`config.mk`:
```
export PLATFORM = sky130hd
export DESIGN_NAME = serial_subtractor
export DESIGN_NICKNAME = d
export VERILOG_FILES = /design/src/rtl/serial_subtractor.sv
export SDC_FILE = /design/constraint.sdc
export NUM_CORES = 1
export LEC_CHECK = 0
export BUFFER_PORTS_ARGS = -buffer_cell sky130_fd_sc_hd__clkbuf_2
export CORE_ASPECT_RATIO = 1.75
export CORE_MARGIN = 1.5
export CORE_UTILIZATION = 48
export DETAILED_ROUTE_END_ITERATION = 10
export PLACE_DENSITY = 0.74
export SLEW_MARGIN = 10
export SYNTH_ARGS = -nofsm -noshare
export SYNTH_HDL_FRONTEND = slang
export SYNTH_SLANG_ARGS = --single-unit
```
`constraint.sdc`:
```
create_clock -name clk -period 1.24 [get_ports clk]
set_input_delay 0 -clock clk [delete_from_list [all_inputs] [get_ports clk]]
set_output_delay 0 -clock clk [all_outputs]
set_load 0.02 [all_outputs]
```
`src/rtl/serial_subtractor.sv`:
```
// serial_subtractor: bit-serial WIDTH-bit subtractor, diff = a - b - bin.
// One full-subtractor cell plus a borrow flop, LSB first, start/busy/done
// handshake, serial bit stream and parallel result.
// Optional: define SERIAL_SUB_OVF_EN to add the signed overflow output ovf.
module serial_subtractor #(
  parameter int WIDTH = 8,
  parameter int CNT_W = $clog2(WIDTH + 1)
) (
  input  logic             clk,
  input  logic             rst,
  input  logic             start,
  input  logic [WIDTH-1:0] a,
  input  logic [WIDTH-1:0] b,
  input  logic             bin,
  output logic             busy,
  output logic             done,
  output logic [WIDTH-1:0] diff,
  output logic             bout,
  output logic             diff_bit,
  output logic             diff_bit_valid
`ifdef SERIAL_SUB_OVF_EN
  ,
  output logic             ovf
`endif
);

  typedef enum logic [1:0] {
    S_IDLE  = 2'd0,
    S_SHIFT = 2'd1,
    S_DONE  = 2'd2
  } state_t;

  state_t           state_q;
  logic [WIDTH-1:0] a_q;
  logic [WIDTH-1:0] b_q;
  logic [WIDTH-1:0] acc_q;
  logic             br_q;
  logic [CNT_W-1:0] cnt_q;
  logic             busy_q;
  logic             done_q;
  logic [WIDTH-1:0] diff_q;
  logic             bout_q;
  logic             dbit_q;
  logic             dvalid_q;
`ifdef SERIAL_SUB_OVF_EN
  logic             ovf_q;
`endif

  logic             dk_d;
  logic             br_d;
  logic             last_d;
  logic [WIDTH-1:0] acc_d;

  // Full-subtractor cell on the current LSBs of the operand shift registers
  always_comb begin
    dk_d   = a_q[0] ^ b_q[0] ^ br_q;
    br_d   = (~a_q[0] & b_q[0]) | (~(a_q[0] ^ b_q[0]) & br_q);
    last_d = (cnt_q == CNT_W'(WIDTH - 1));
    acc_d  = {dk_d, acc_q[WIDTH-1:1]};
  end

  // Control FSM, operand/result shift registers and registered outputs
  always_ff @(posedge clk) begin
    if (rst) begin
      state_q  <= S_IDLE;
      a_q      <= '0;
      b_q      <= '0;
      acc_q    <= '0;
      br_q     <= 1'b0;
      cnt_q    <= '0;
      busy_q   <= 1'b0;
      done_q   <= 1'b0;
      diff_q   <= '0;
      bout_q   <= 1'b0;
      dbit_q   <= 1'b0;
      dvalid_q <= 1'b0;
`ifdef SERIAL_SUB_OVF_EN
      ovf_q    <= 1'b0;
`endif
    end else begin
      done_q   <= 1'b0;
      dvalid_q <= 1'b0;
      case (state_q)
        S_IDLE, S_DONE: begin
          if (start) begin
            a_q     <= a;
            b_q     <= b;
            br_q    <= bin;
            cnt_q   <= '0;
            busy_q  <= 1'b1;
            state_q <= S_SHIFT;
          end else begin
            state_q <= S_IDLE;
          end
        end
        S_SHIFT: begin
          a_q      <= a_q >> 1;
          b_q      <= b_q >> 1;
          br_q     <= br_d;
          acc_q    <= acc_d;
          cnt_q    <= cnt_q + CNT_W'(1);
          dbit_q   <= dk_d;
          dvalid_q <= 1'b1;
          if (last_d) begin
            // Final bit: publish the parallel result straight from the
            // shift-in value so diff/bout appear with the done pulse.
            diff_q  <= acc_d;
            bout_q  <= br_d;
`ifdef SERIAL_SUB_OVF_EN
            ovf_q   <= br_q ^ br_d;
`endif
            busy_q  <= 1'b0;
            done_q  <= 1'b1;
            state_q <= S_DONE;
          end
        end
        default: begin
          busy_q  <= 1'b0;
          state_q <= S_IDLE;
        end
      endcase
    end
  end

  assign busy           = busy_q;
  assign done           = done_q;
  assign diff           = diff_q;
  assign bout           = bout_q;
  assign diff_bit       = dbit_q;
  assign diff_bit_valid = dvalid_q;
`ifdef SERIAL_SUB_OVF_EN
  assign ovf            = ovf_q;
`endif

endmodule
```
### Word-level counts from Yosys, hierarchy flattened

Cells that the tools add are included.

* output and inout bits: 13
* register bits: 44
* word-level logic and storage cells: 49

* mux-type cells: 16
* eq/ne operators: 5
* add/subtract/negate cells: 1
* reduce and logical (&&, ||, !) cells: 7
* bitwise operators: 8

Operators with widths (count)
* 8-bit one-hot mux with 2 select lines: 2
* 8-bit two-way mux: 2
* 4-bit one-hot mux with 2 select lines: 1
* 1-bit two-way mux: 6
* 2-bit AND reduction: 3
* 4-bit by 1-bit adder with 4-bit output (second input constant): 1
* 4-bit by 3-bit == test with 1-bit output (second input constant): 1
* 4-bit two-way mux: 1
* 2-bit inequality test (second input constant): 2
* 1-bit one-hot mux with 2 select lines: 2
* 2-bit one-hot mux with 2 select lines: 1
* 2-bit OR reduction: 2
* 1-bit inverter: 3
* 1-bit AND: 2
* 2-bit by 1-bit == test with 1-bit output (second input constant): 1
* 2-bit == test (second input constant): 1
* 2-bit logical NOT: 1
* 2-bit two-way mux: 1
* 2-bit nonzero test: 1
* 1-bit XOR: 2
* 1-bit OR: 1

### Depth between registers and ports, before layout

Gate-level depths: netlist of run 1.

* word-level depth: 5
* mapped depth: 5

### Least setup slack after synthesis of run 1

OpenSTA, ideal clock, no wires.

* path type: reg2reg
* start: register cnt_q[0]
* end: register bout_q (netlist: bout)
* required time: 1149 ps
* period minus slack after synthesis: 1178 ps
* buffers on the path: 1
* arrival time: 1087 ps
* stages on the path, launching flop included: 6
* slack: 62 ps
* cells stage by stage: dfxtp_1 -> ha_1 -> and3b_1 -> buf_4 -> a21oi_1 -> a311oi_1

* word-level cells in the longest chain between the ends: 2

RTL lines
* from (decl): RTL line 38 `logic [CNT_W-1:0] cnt_q;`
* from (signal assigned): RTL line 101 `cnt_q <= cnt_q + CNT_W'(1);`
* 4-bit by 3-bit == test with 1-bit output: RTL line 58 `last_d = (cnt_q == CNT_W'(WIDTH - 1));`
* 2-bit AND reduction (no line)
* to (signal assigned): RTL line 108 `bout_q <= br_d;`
* to (decl): RTL line 42 `logic bout_q;`

No other way between the ends.
A chain may end at the register's enable or synchronous reset.

### Worst setup path in the final report of run 1

* start: register state_q[1]
* end: register cnt_q[2]

* word-level cells in the longest chain between the ends: 4

RTL lines
* from (decl): RTL line 33 `state_t state_q;`
* from (signal assigned): RTL line 65 `state_q <= S_IDLE;`
* from (signal assigned): RTL line 91 `state_q <= S_SHIFT;`
* from (signal assigned): RTL line 93 `state_q <= S_IDLE;`
* 2-bit == test or 2-bit logical NOT (tied branches): RTL line 83 `case (state_q)`
* 2-bit OR reduction: RTL line 83
* 2-bit inequality test (no line) or 2-bit nonzero test (tied branches)
* 2-bit AND reduction (no line)

Parallel ways exist; a longest one is shown, timed or not.

==> run_results.csv, run 1 <==
group,metric,value,unit
status,outcome,"complete, but fails checks",
status,violations,"hold timing",
critical_path,reg2reg_to,"cnt_q[2]$_SDFFE_PP0P_",
critical_path,worstSetupEndpointType,"flop",
floorplan,die_h,81.4,um
logic_synthesis,yosysTopAreaCellShare,0.499,
critical_path,cp-endpoint,"cnt_q[2]$_SDFFE_PP0P_",
timing,period_needed,1.19,ns
cts,clock_latency,0.29,ns
grt,track_usage,0.213,
layout,multiInputGateArea,756,um2
floorplan,ios,33,
cts,root_buffer,"clkbuf_8",
pwr,irDropWorstVdd,0.000999,V
cts,cts_buffers,5,
floorplan,die_width,47.8,um
cts,clk_pin_slew_worst_paths,0.08,ns
timing,worst_pin_slew,0.319,ns
logic_synthesis,ys_seq_area_frac,0.499,
logic_synthesis,avgSynthCellArea,8.87,um2
cts,ctsHtreeMaxLevel,2,
detailed_routing,drcViolationCount,0,
timing,max_freq,0.843,GHz
floorplan,core,0.00336,mm2
timing,hold_violations,1,
timing,whs,-0.00410,ns
floorplan,start_util,0.501,
critical_path,worstReg2RegStart,"state_q[1]$_SDFFE_PP0P_",
placement,dpl.hpwl,2.29,mm
critical_path,worst-r2r-cell-count,3,
detailed_routing,vias,1512,
logic_synthesis,yosys.area.top_type,"dfxtp_1",
cts,clockBufferDepth,2,
detailed_routing,detail_route.wirelength,3.65,mm
logic_synthesis,syn_inst,190,
layout,final_nets,258,
critical_path,cp.arrival,1.40,ns
grt,grt_pass1_vias,1391,
layout,drive_gt1_frac,0.283,
placement,port-buffer-count,32,
logic_synthesis,ys.flop_type,"dfxtp_1",
layout,syn_to_final_growth,29.2,%
cts,postCtsSetupBuffers,0,
layout,final_area,0.00218,mm2
critical_path,worstSetupPathType,"reg2reg",
critical_path,required,1.46,ns
layout,n_antenna_cell,0,
run,max_cap_violations,0,
logic_synthesis,ys_warn_count,0,
grt,grt_pass1_wl,5.98,mm
pwr,cellLeakagePower,0.828,nW
placement,post-place-ws,-0.0144,ns
detailed_routing,ant_nets,0,
logic_synthesis,yosys_register_bits,42,
placement,gp_congestion,0.794,
timing,finalCritPeriodShare,0.956,
timing,relSlewSlack,0.787,
timing,skew,0.00426,ns
logic_synthesis,synth_area,0.00169,mm2
hold_path,worst_hold_startpoint,"b[5]",
detailed_routing,routed_via_density,5.36,
pwr,power.density,1250,mW/mm2
layout,seq_area,846,um2
critical_path,startpoint_type,"flop",
logic_synthesis,synth_nets,212,
logic_synthesis,async_flop_share,0,
placement,placed_cell_area,0.00190,mm2
timing,final_max_slew_viol_count,0,
timing,layout_setup_ws,0.0541,ns
critical_path,reg2reg_slack,0.05,ns
cts,cts_tree,"done",
floorplan,dieArea,0.00389,mm2
logic_synthesis,synth_most_common_cell,"dfxtp_1",
logic_synthesis,synth_cell_types,28,
floorplan,rows,28,
timing,setup_viol,0,
logic_synthesis,yosys-top-cells-count,"42 x dfxtp_1, 38 x a21oi_1, 27 x nand3_1, 17 x nand2_1, 14 x a22oi_1",
layout,nFillCells,309,
hold_path,hold_path_class,"in2reg",
critical_path,critPathLaunch,"state_q[1]$_SDFFE_PP0P_",
grt,overflow,0,
grt,grt_max_degree,20,
critical_path,crit_fanout,4,
logic_synthesis,synth_area_leaders,"dfxtp_1 50%, a21oi_1 11%, nand3_1 8.0%",
cts,cts.sinks,42,
detailed_routing,drt-initial-drc-count,35,
detailed_routing,dr.pass1.iters,4,
detailed_routing,wire_per_inst,12.9,um
grt,antenna_found_initial,0,
logic_synthesis,synth_edf_count,0,
-- report_power, final --
| part | internal [mW] | switching (mW) | total, mW |
|---|---|---|---|
| combinational | 0.168 | 0.195 | 0.364 |
| clock | 0.447 | 0.467 | 0.915 |
| sequential | 1.40 | 0.0337 | 1.44 |
-- critical path, stage by stage (launching register included) --
cell and delay (ns):
dfxtp_1 0.34, nand2b_1 0.21, mux2_1 0.35, a211oi_1 0.21
-- state kept, by name (all words and copies together) (netlist names) --
signal          count
a_q                 8
b_q                 8
diff                8
acc_q               7
cnt_q               4
state_q             2
bout                1
br_q                1
busy                1
diff_bit_valid      1
done                1
-- how the worst min path moves through the flow --
stage	endpoint	slack [ns]	depth (start not counted)
after floorplan	a_q[7]$_SDFFE_PP0P_	0.14	2
after global placement	b_q[7]$_SDFFE_PP0P_	0.23	3
after detailed placement	a_q[7]$_SDFFE_PP0P_	0.23	3
after CTS	a_q[3]$_SDFFE_PP0P_	0.0007	3
after global routing	a_q[2]$_SDFFE_PP0P_	0.01	3
final	b_q[5]$_SDFFE_PP0P_	-0.004	3
-- cell type report --
class	instances	share of cell area
repair buffers	58	0.191
well taps	45	0.0259
inverters	2	0.00345
clock inverters	2	0.00575
flip-flops and latches	42	0.389
clock buffers	6	0.0379
multi-input cells	127	0.347
-- routing by layer --
| layer | track usage | vias up | share of wire | routed length [um] |
|---|---|---|---|---|
| li1 | - | 765 | - | - |
| met1 | 0.273 | 708 | 0.43 | 1570 |
| met2 | 0.324 | 30 | 0.51 | 1860 |
| met3 | 0.0467 | 9 | 0.037 | 134 |
| met4 | 0.108 | 0 | 0.024 | 89 |
| met5 | 0 | - | 0 | 0 |
-- metrics by stage --
| stage | hold slack, ns | util | std cells | setup TNS, ns | power [mW] |
|---|---|---|---|---|---|
| 2_1_floorplan | 0.136 | - | 190 | 0 | 1.68 |
| 4_1_cts | 0.000681 | 0.629 | 282 | 0 | 2.71 |
| 3_3_place_gp | 0.227 | 0.564 | 262 | 0 | 1.77 |
| 3_5_place_dp | 0.235 | 0.564 | 262 | -0.0144 | 1.77 |
| 6_report | -0.00410 | 0.647 | 282 | 0 | 2.72 |
| 5_1_grt | 0.0117 | 0.647 | 282 | -0.0156 | 2.83 |
-- what timing repair did --
action                     in CTS  in global routing
hold endpoints to repair       12                  0
hold buffers                   12                  0
gates resized for setup         2                 21
pin swaps                       0                  1
setup endpoints to repair       7                 25
-- layout by cell type, fill, tap and decap left out, drive strengths merged --
cell type    synthesis  layout
dfxtp               42      42
a21oi               38      38
clkbuf               4      38
nand3               27      27
nand2               17      17
a22oi               14      14
buf                 15      14
dlygate4sd3          0      12
o21ai                8       8
nand2b               3       3
nor2                 3       3
inv                  2       2
mux2                 2       2
nand3b               2       2
nor3                 2       2
and2b                1       1
nor2b                1       1
a2bb2oi              1       1
nor3b                1       1
nand4                1       1
o21bai               1       1
and3b                1       1
a311oi               1       1
a211oi               1       1
fa                   1       1
ha                   1       1
clkinvlp             0       1
clkinv               0       1
-- kinds of logic after synthesis --
logic type,synth area share
AOI/OAI and AO/OA,0.218
DFF,0.499
and+or+nand+nor,0.172
buffers and inverters,0.0779
muxes,0.0134
adders and majority gates,0.0193
(Power assumes the default switching activity.)
==> run 2, diff against run 1 <==
--- a/config.mk
+++ b/config.mk
@@ -10,6 +10,7 @@
 export CORE_MARGIN = 1.5
 export CORE_UTILIZATION = 48
 export DETAILED_ROUTE_END_ITERATION = 10
+export HOLD_SLACK_MARGIN = 0.06
 export PLACE_DENSITY = 0.74
 export SLEW_MARGIN = 10
 export SYNTH_ARGS = -nofsm -noshare
==> run 2 against run 1 <==
Compared with the run above: the flow now finishes without violations; sequential power is essentially flat; worst hold slack improved by 0.47 ns; clock-buffer cell count is the same; critical path type unchanged; largest cell class unchanged; highest routed layer unchanged.
==> run_results.csv, run 2 (synthesized netlist as in run 1, its figures left out) <==
group,metric,value,unit
status,outcome,"finished, final reports clean",
grt,grt_pass1_vias,1417,
pwr,irDropWorstVdd,0.000992,V
timing,relSlewSlack,0.830,
critical_path,slowest_delay,0.35,ns
grt,antenna_found_initial,0,
floorplan,dieArea,0.00389,mm2
floorplan,rows,28,
cts,root_buffer,"clkbuf_8",
placement,gp_congestion,0.794,
layout,drive_gt1_frac,0.279,
grt,grt_pass1_wl,6.02,mm
detailed_routing,wire_per_inst,12.8,um
layout,n_antenna_cell,0,
cts,ctsHtreeMaxLevel,2,
timing,worst_pin_slew,0.256,ns
floorplan,start_util,0.501,
critical_path,cp.arrival,1.40,ns
timing,skew,0.00439,ns
layout,mostFrequentLayoutCells,"38 x dfxtp_1, 35 x a21oi_1, 32 x clkbuf_2",
placement,dpl.hpwl,2.29,mm
timing,tns,0,ns
detailed_routing,vias,1537,
critical_path,startpoint_type,"flop",
pwr,power,2.73,mW
detailed_routing,ant_nets,0,
hold_path,hold_path_class,"reg2reg",
critical_path,slowest_stage,"mux2_1",
critical_path,required,1.46,ns
timing,rsz0062_at_grt,"false",
detailed_routing,dr.pass1.iters,4,
timing,max_freq,0.842,GHz
run,max_cap_violations,0,
floorplan,die_h,81.4,um
grt,track_usage,0.214,
floorplan,die_width,47.8,um
cts,cts_tree,"done",
detailed_routing,routed_via_density,5.32,
cts,clk_pin_slew_worst_paths,0.08,ns
critical_path,worstSetupPathType,"reg2reg",
grt,overflow,0,
placement,port-buffer-count,32,
timing,period_needed,1.19,ns
floorplan,ios,33,
floorplan,core,0.00336,mm2
layout,final_common_cell,"dfxtp_1",
timing,finalCritPeriodShare,0.958,
pwr,power.density,1210,mW/mm2
layout,fin_util,0.669,
pwr,cellLeakagePower,0.858,nW
detailed_routing,drt-initial-drc-count,36,
detailed_routing,detail_route.wirelength,3.71,mm
layout,syn_to_final_growth,33.5,%
critical_path,worstSetupEndpointType,"flop",
timing,setup_viol,0,
cts,clock_latency,0.29,ns
detailed_routing,drcViolationCount,0,
layout,final_nets,265,
cts,cts_buffers,5,
cts,cts.sinks,42,
layout,nFillCells,297,
critical_path,crit_fanout,4,
critical_path,crit_path_cell_trace,"nand2b_1 > mux2_1 > a211oi_1",
cts,clockBufferDepth,2,
grt,grt_max_degree,20,
timing,final_max_slew_viol_count,0,
timing,hold_violations,0,
==> run 2: cell count changes in the layout (fill, tap and decap cells not counted) <==
| cell | previous run | this run |
|---|---|---|
| dlygate4sd3_1 | 12 | 19 |
| nor2b_1 | 1 | 0 |
| nor2b_2 | 0 | 1 |
==> run 2: what timing repair did <==
item,in CTS,in global routing
pin swaps,0,1
endpoints found under the hold margin,22,0
hold buffers,19,0
endpoints found under the setup margin,7,25
buffers inserted,0,0
gates resized for setup,2,22
==> run 2: through the flow <==
stage	hold WS (ns)	std cells	instance area, um2	setup WS (ns)
3_5_place_dp	0.235	262	1900	-0.0144
4_1_cts	0.467	289	2190	0.00359
3_3_place_gp	0.227	262	1900	0.0369
2_1_floorplan	0.136	190	1690	0.0625
6_report	0.466	289	2250	0.0526
5_1_grt	0.484	289	2250	0.00477
==> run 2: routing by layer <==
metal,wire [um],part of all wire,global-route usage
met5,0,0,0
met4,89,0.024,0.111
met3,121,0.033,0.0489
met2,1870,0.50,0.325
met1,1630,0.44,0.272
==> run 2: critical path: cells and delay by family, from the launching register on <==
kind	cells	cell delay [ns]
simple gates	1	0.21
compound gates	1	0.22
flops	1	0.34
mux	1	0.35
==> run 2: path summary, 6_finish.rpt <==
kind,startpoint,endpoint,slack [ns],cells after the start
max,state_q[1]$_SDFFE_PP0P_,cnt_q[2]$_SDFFE_PP0P_,0.05,3
min,acc_q[1]$_SDFFE_PP0P_,acc_q[1]$_SDFFE_PP0P_,0.47,2
max reg2reg,state_q[1]$_SDFFE_PP0P_,cnt_q[2]$_SDFFE_PP0P_,0.05,3
min reg2reg,acc_q[1]$_SDFFE_PP0P_,acc_q[1]$_SDFFE_PP0P_,0.47,2
==> run 2: power by group <==
group	switching [mW]	leakage, nW	internal, mW
Combinational	0.199	0.468	0.183
Clock	0.466	0.0472	0.447
Sequential	0.0339	0.344	1.40
==> run 2: area by class of cell <==
| type | count | area, um2 | share of cell area |
|---|---|---|---|
| flip-flops and latches | 42 | 846 | 0.376 |
| multi-input cells | 127 | 758 | 0.337 |
| repair buffers | 65 | 487 | 0.216 |
| clock buffers | 6 | 82.6 | 0.0367 |
| well taps | 45 | 56.3 | 0.0250 |
| clock inverters | 2 | 12.5 | 0.00556 |
| inverters | 2 | 7.51 | 0.00334 |
